`src/rtl/hazard_stall_ctrl.sv`:
```
// Producer-side hazard detection for a 5-stage MIPS pipeline: tracks in-flight destinations/Tnew
// through E/M/W and stalls D when forwarding cannot cover an operand. Optional MDU busy stall: HAZARD_MDU_EN.
`timescale 1ns/1ps
module hazard_stall_ctrl #(
    parameter int CNT_W    = 32
`ifdef HAZARD_MDU_EN
    ,
    parameter int MULT_CYC = 5,
    parameter int DIV_CYC  = 10
`endif
) (
    input  logic             clk,
    input  logic             reset,
    input  logic [4:0]       D_A1,
    input  logic [4:0]       D_A2,
    input  logic             D_Use_1,
    input  logic             D_Use_2,
    input  logic [1:0]       D_Tuse_1,
    input  logic [1:0]       D_Tuse_2,
    input  logic [4:0]       D_A3,
    input  logic [1:0]       D_Tnew,
`ifdef HAZARD_MDU_EN
    input  logic             D_md_start,
    input  logic             D_md_div,
    input  logic             D_md_use,
`endif
    output logic             stall,
    output logic [4:0]       E_A3,
    output logic [4:0]       M_A3,
    output logic [4:0]       W_A3,
    output logic [1:0]       E_Tnew,
    output logic [1:0]       M_Tnew,
    output logic [CNT_W-1:0] stall_cnt
);

    logic [4:0]       e_a3_q, e_a3_d, m_a3_q, w_a3_q;
    logic [1:0]       e_tnew_q, e_tnew_d, m_tnew_q, m_tnew_d;
    logic [CNT_W-1:0] stall_cnt_q, stall_cnt_d;
    logic             stall_1, stall_2, md_stall;
    logic [1:0]       d_tnew_clamped;

    // Tnew of 3 cannot be encoded as a legal latency; a load (2) is the worst case.
    assign d_tnew_clamped = (D_Tnew == 2'd3) ? 2'd2 : D_Tnew;

`ifdef HAZARD_MDU_EN
    localparam int MD_MAX   = (DIV_CYC > MULT_CYC) ? DIV_CYC : MULT_CYC;
    localparam int MD_W_RAW = $clog2(MD_MAX + 1);
    localparam int MD_W     = (MD_W_RAW < 4) ? 4 : MD_W_RAW;

    logic            e_md_start_q, e_md_div_q;
    logic [MD_W-1:0] md_cnt_q, md_cnt_d;

    always_comb begin
        md_cnt_d = md_cnt_q;
        if (e_md_start_q)
            md_cnt_d = e_md_div_q ? MD_W'(DIV_CYC) : MD_W'(MULT_CYC);
        else if (md_cnt_q != '0)
            md_cnt_d = md_cnt_q - 1'b1;
    end

    assign md_stall = D_md_use & (e_md_start_q | (md_cnt_q != '0));

    always_ff @(posedge clk or posedge reset) begin
        if (reset) begin
            e_md_start_q <= 1'b0;
            e_md_div_q   <= 1'b0;
            md_cnt_q     <= '0;
        end else begin
            e_md_start_q <= stall ? 1'b0 : D_md_start;
            e_md_div_q   <= stall ? 1'b0 : D_md_div;
            md_cnt_q     <= md_cnt_d;
        end
    end
`else
    assign md_stall = 1'b0;
`endif

    always_comb begin
        stall_1 = D_Use_1 && (D_A1 != 5'd0) &&
                  (((D_A1 == e_a3_q) && (D_Tuse_1 < e_tnew_q)) ||
                   ((D_A1 == m_a3_q) && (D_Tuse_1 < m_tnew_q)));
        stall_2 = D_Use_2 && (D_A2 != 5'd0) &&
                  (((D_A2 == e_a3_q) && (D_Tuse_2 < e_tnew_q)) ||
                   ((D_A2 == m_a3_q) && (D_Tuse_2 < m_tnew_q)));
        stall   = stall_1 | stall_2 | md_stall;

        // A stalled D instruction stays put; E receives a bubble instead.
        e_a3_d      = stall ? 5'd0 : D_A3;
        e_tnew_d    = stall ? 2'd0 : d_tnew_clamped;
        m_tnew_d    = (e_tnew_q == 2'd0) ? 2'd0 : e_tnew_q - 2'd1;
        stall_cnt_d = (stall && (stall_cnt_q != '1)) ? stall_cnt_q + 1'b1 : stall_cnt_q;
    end

    always_ff @(posedge clk or posedge reset) begin
        if (reset) begin
            e_a3_q      <= 5'd0;
            e_tnew_q    <= 2'd0;
            m_a3_q      <= 5'd0;
            m_tnew_q    <= 2'd0;
            w_a3_q      <= 5'd0;
            stall_cnt_q <= '0;
        end else begin
            e_a3_q      <= e_a3_d;
            e_tnew_q    <= e_tnew_d;
            m_a3_q      <= e_a3_q;
            m_tnew_q    <= m_tnew_d;
            w_a3_q      <= m_a3_q;
            stall_cnt_q <= stall_cnt_d;
        end
    end

    assign E_A3      = e_a3_q;
    assign M_A3      = m_a3_q;
    assign W_A3      = w_a3_q;
    assign E_Tnew    = e_tnew_q;
    assign M_Tnew    = m_tnew_q;
    assign stall_cnt = stall_cnt_q;

endmodule

```
`config.mk`:
```
export PLATFORM = sky130hd
export DESIGN_NAME = hazard_stall_ctrl
export DESIGN_NICKNAME = d
export VERILOG_FILES = /design/src/rtl/hazard_stall_ctrl.sv
export SDC_FILE = /design/constraint.sdc
export NUM_CORES = 1
export LEC_CHECK = 0
export BUFFER_PORTS_ARGS = -buffer_cell sky130_fd_sc_hd__buf_2
export CAP_MARGIN = 10
export CORE_MARGIN = 8
export CORE_UTILIZATION = 46
export DETAILED_ROUTE_END_ITERATION = 8
export PLACE_DENSITY_LB_ADDON = 0.05
export RECOVER_POWER = 50
export SLEW_MARGIN = 0
export SYNTH_ARGS = -nofsm -noshare
export SYNTH_HDL_FRONTEND = slang
export SYNTH_SLANG_ARGS = --single-unit
```
`constraint.sdc`:
```
create_clock -name clk -period 2.8 [get_ports clk]
set_clock_uncertainty 0.05 [all_clocks]
set_input_delay 0.28 -clock clk [delete_from_list [all_inputs] [get_ports clk]]
set_output_delay 0.28 -clock clk [all_outputs]
set_load 0.03 [all_outputs]
```
== Word level (Yosys, flattened, before mapping) ==
Cells that the tools add are included.

* Register bits after elaboration: 51
* Output and inout port bits: 52
* Logic and storage cells: 37

* $add $sub $neg: 2
* $lt $le $gt $ge: 4
* Equality and inequality tests: 6
* Mux-type cells: 4
* Bitwise logic cells: 1
* Reductions and logical operators: 14

{| class="wikitable"
|+ Operators by type and width
! operator !! count
|-
| 32-bit by 1-bit adder with 32-bit output (second input constant) || 1
|-
| 32-bit != test (second input constant) || 1
|-
| 5-bit equality test || 4
|-
| 5-bit nonzero test || 2
|-
| 1-bit logical AND || 9
|-
| 2-bit less-than comparator || 4
|-
| 2-bit two-way mux || 3
|-
| 5-bit two-way mux || 1
|-
| 2-bit equality test (second input constant) || 1
|-
| 2-bit logical NOT || 1
|-
| 1-bit logical OR || 2
|-
| 2-bit by 1-bit subtractor with 2-bit output (second input constant) || 1
|-
| 1-bit OR || 1
|}

== Logic depth before layout (Yosys ltp) ==
* Depth in word-level cells: 6
* Depth in mapped cells: 9
* Mapped depth without buffers: 8

== Worst setup path after synthesis ==
No wires, ideal clock.

* Path type: flip-flop to flip-flop
* From: register stall_cnt_q[0] (netlist: stall_cnt[0])
* To: register stall_cnt_q[1] (netlist: stall_cnt[1])
* Setup time: 0.128 ns
* Arrival: 2.642 ns
* Required time: 2.622 ns
* Slack: -0.020 ns
* Cell stages (with the launch flop): 9
* Path buffers: 1
* Period minus slack after synthesis: 2.820 ns
* Cells stage by stage: dfrtp_1 -> ha_1 -> nand4_1 -> or2_4 -> or3_4 -> or3_1 -> o21ai_2 -> buf_6 -> mux2_1

* Cells in the longest elaborated chain, start to end: 2
* Elaborated cells between the ends (all ways): 3
* Classes of those cells: 1 x add/sub; 1 x eq/ne; 1 x reduce/logical

{| class="wikitable"
|+ RTL lines
! element !! RTL line !! source
|-
| start: declaration || 38 || <nowiki>logic [CNT_W-1:0] stall_cnt_q, stall_cnt_d;</nowiki>
|-
| start signal: assignment || 108 || <nowiki>stall_cnt_q <= stall_cnt_d;</nowiki>
|-
| branches (longest 2 deep; another with 32-bit by 1-bit adder with 32-bit output) || n/a ||
|}

Several ways; the timed one is not identified.
A chain may end at the register's enable or synchronous reset.

== Worst setup path after layout ==
Ends and elaborated chain as after synthesis.

==> metrics.csv <==
stage,metric,value,unit
global_routing,grt_max_degree,29,
sta,finalSetupTns,0,ps
floorplan,initial_core_util,47.4,%
clocking,worst_skew_pair.late_latency,300,ps
synth,synth_cell_types,27,
sta,hold_viol_final,0,
critical_path,required,2940,ps
routing,drt_wl_total,5580,µm
clocking,clkSlewWorstSetupHoldPaths,90,ps
placement,port_buffers,76,
sta,fmax,0.376,GHz
critical_path,cp_max_fo,28,
power,vdd_drop_max,0.000453,V
worst_hold_path,hp-class,input port to register,
global_routing,grt_pass1_vias,1946,
final_layout,antenna-diode-count,0,
synth,synth_warnings,0,
flow_run,maxCapViolations,0,
final_layout,fillers,478,
floorplan,die_height,88.5,µm
clocking,cts-htree-levels,2,
synth,synth_edf_count,0,
critical_path,critPathTopFamily,simple AND/OR/NAND/NOR gates,
sta,rsz0062_at_grt,false,
synth,syn_nets,259,
synth,mappedNetlistArea,2420,µm²
floorplan,rows,26,
critical_path,r2r-end,stall_cnt[1]$_DFFE_PP0P_,
synth,synth_seq_area_share,52.8,%
power,total_power,1.57,mW
final_layout,fin_util,58.5,%
sta,setup_viol,0,
synth,async_flop_share,100,%
critical_path,worst-path-buf-inv,1,
routing,vias,1910,
routing,wl_per_cell,14.5,µm
global_routing,grt_usage,15.0,%
critical_path,cp-end-kind,register,
routing,viasPerCell,4.96,
synth,synth_ff_type,dfrtp_1,
critical_path,path_class,register to register,
critical_path,worstRegToRegCells,8,
sta,fin_crit_sh,95.1,%
worst_hold_path,min_from,D_Tnew[1],
sta,worst_pin_slew,1040,ps
clocking,clockBufferDepth,2,
global_routing,grt_pass1_wl,9120,µm
floorplan,pin_count,77,
floorplan,coreArea,5110,µm²
placement,place_congestion,0.845,
routing,drt_iter0_drc,54,
synth,ys_seq_elements,51,
critical_path,critical-path-slowest-cell,dfrtp_2,
sta,finalCriticalPeriod,2660,ps
placement,dp_hpwl,4200,µm
final_layout,final_cells,385,
synth,synth_cells,229,
critical_path,reg2reg_from,stall_cnt[0]$_DFFE_PP0P_,
power,p_leak,1.47,nW
routing,ant_nets,0,
status,status,completed,
critical_path,critPathLaunchType,register,
floorplan,die_x,88.5,µm
clocking,clock-root-buffer,clkbuf_8,
critical_path,cp_data_arrival_time,2800,ps
routing,dr.pass1.iters,4,
clocking,numCtsBuffers,5,
worst_hold_path,worstHoldEndpoint,E_Tnew[0]$_DFF_PP0_,
global_routing,grt_overflow,0,
critical_path,worst-r2r-setup-slack,140,ps
global_routing,antenna_found_initial,0,
routing,drcViolationCount,0,
placement,dp_cells,375,
floorplan,dieArea,7830,µm²
sta,relSlewSlack,30.3,%
power,p_per_area,525,nW/µm²
clocking,cts.sinks,51,
sta,slew_viol_final,0,
worst_hold_path,min_path_cells,2,
critical_path,critical_path.max_stage_delay,420,ps
critical_path,crit_chain,"ha_1, nand4_1, or2_4, or3_4, or3_1, o21ai_2, buf_12, mux2_1",
synth,avgSynthCellArea,10.6,µm²
clocking,cts_tree,built,
final_layout,area_delta_synth_final,23.6,%
final_layout,fin_nets,344,
final_layout,drive_gt1_share,18.1,%
==> report_power, final <==
part	switching [mW]	internal, mW	leakage (nW)
logic	0.151	0.0719	0.780
clock network	0.242	0.289	0.0612
registers	0.0417	0.773	0.631
total	0.435	1.13	1.47
==> logic make-up after synthesis <==
logic type	share of synthesized area, %
AND/OR/NAND/NOR	20.2
multiplexers	0.466
adder cells (fa/ha/maj)	2.59
buffers and inverters	3.26
XOR/XNOR	18.5
AO/OA/AOI/OAI	2.22
flip-flops	52.8
==> timing repair <==
| item | in CTS | in global routing |
|---|---|---|
| resized for setup | 0 | 1 |
| buffers inserted | 0 | 1 |
| setup endpoints to repair | 0 | 2 |
| hold endpoints to repair | 23 | 0 |
| hold buffers | 1 | 0 |
==> Yosys cell counts (2+ instances only) <==
cell type / count / area share (%)
or4_1: 2 / 0.62
a21oi_1: 2 / 0.41
inv_1: 14 / 2.2
nor2_1: 23 / 3.6
nand3_1: 17 / 3.5
nor4_1: 6 / 1.6
xnor2_1: 9 / 3.3
buf_6: 2 / 0.93
xor2_1: 42 / 15
dfrtp_1: 51 / 53
o21ai_0: 7 / 1.4
nand2_1: 8 / 1.2
ha_1: 5 / 2.6
nor3b_1: 2 / 0.62
nand4_1: 7 / 1.8
nor3_1: 14 / 2.9
and2_1: 6 / 1.6
and3_1: 3 / 0.78
==> final cells by class <==
class,count,area [µm²],area share [%]
timing repair buffer,81,385,12.9
clock buffer,6,82.6,2.76
tap,70,87.6,2.93
inverter,14,52.6,1.76
multi-input combinational,161,1070,35.7
sequential,51,1280,42.8
clock inverter,2,35.0,1.17
==> worst max path at each step <==
stage          cells past startpoint                startpoint                       end  slack [ps]
6_report                           8  stall_cnt[0]$_DFFE_PP0P_  stall_cnt[1]$_DFFE_PP0P_         140
4_1_cts                            8  stall_cnt[0]$_DFFE_PP0P_  stall_cnt[1]$_DFFE_PP0P_         120
3_5_place_dp                       8  stall_cnt[0]$_DFFE_PP0P_  stall_cnt[1]$_DFFE_PP0P_         140
2_1_floorplan                      8  stall_cnt[0]$_DFFE_PP0P_  stall_cnt[1]$_DFFE_PP0P_          90
5_1_grt                            7         M_A3[4]$_DFF_PP0_                     stall          10
3_3_place_gp                       8  stall_cnt[0]$_DFFE_PP0P_  stall_cnt[1]$_DFFE_PP0P_         210
==> cells in the final DEF (no fill, tap or decap), types with 2 or more instances in the layout <==
cell type	netlist	final
dfrtp_1	51	49
xor2_1	42	42
buf_2	0	38
clkbuf_1	1	38
nor2_1	23	23
nand3_1	17	17
inv_1	14	14
nor3_1	14	14
xnor2_1	9	9
nand2_1	8	8
o21ai_0	7	7
nand4_1	7	7
nor4_1	6	6
and2_1	6	6
clkbuf_8	0	6
ha_1	5	5
and3_1	3	3
buf_4	0	3
or4_1	2	2
a21oi_1	2	2
dfrtp_2	0	2
==> state kept, by name, summed over array words and instances (netlist names) <==
signal	count
E_A3	5
E_Tnew	2
M_A3	5
M_Tnew	2
W_A3	5
stall_cnt	32
==> per-stage QoR <==
stage	worst slack [ps]	hold slack (ps)	area, µm²
finish	138	86.8	2990
global route	13.4	84.0	2990
CTS	122	72.5	3030
detailed placement	142	336	2900
global placement	211	326	2900
floorplan	92.6	300	2420
==> metal layers <==
metal  wire [µm]  GRT usage [%]
met1        2440           18.3
met4          58           5.07
met3         437           4.18
met2        2640           24.8
met5           0              0
No activity file was read; power rests on OpenSTA's default activity.
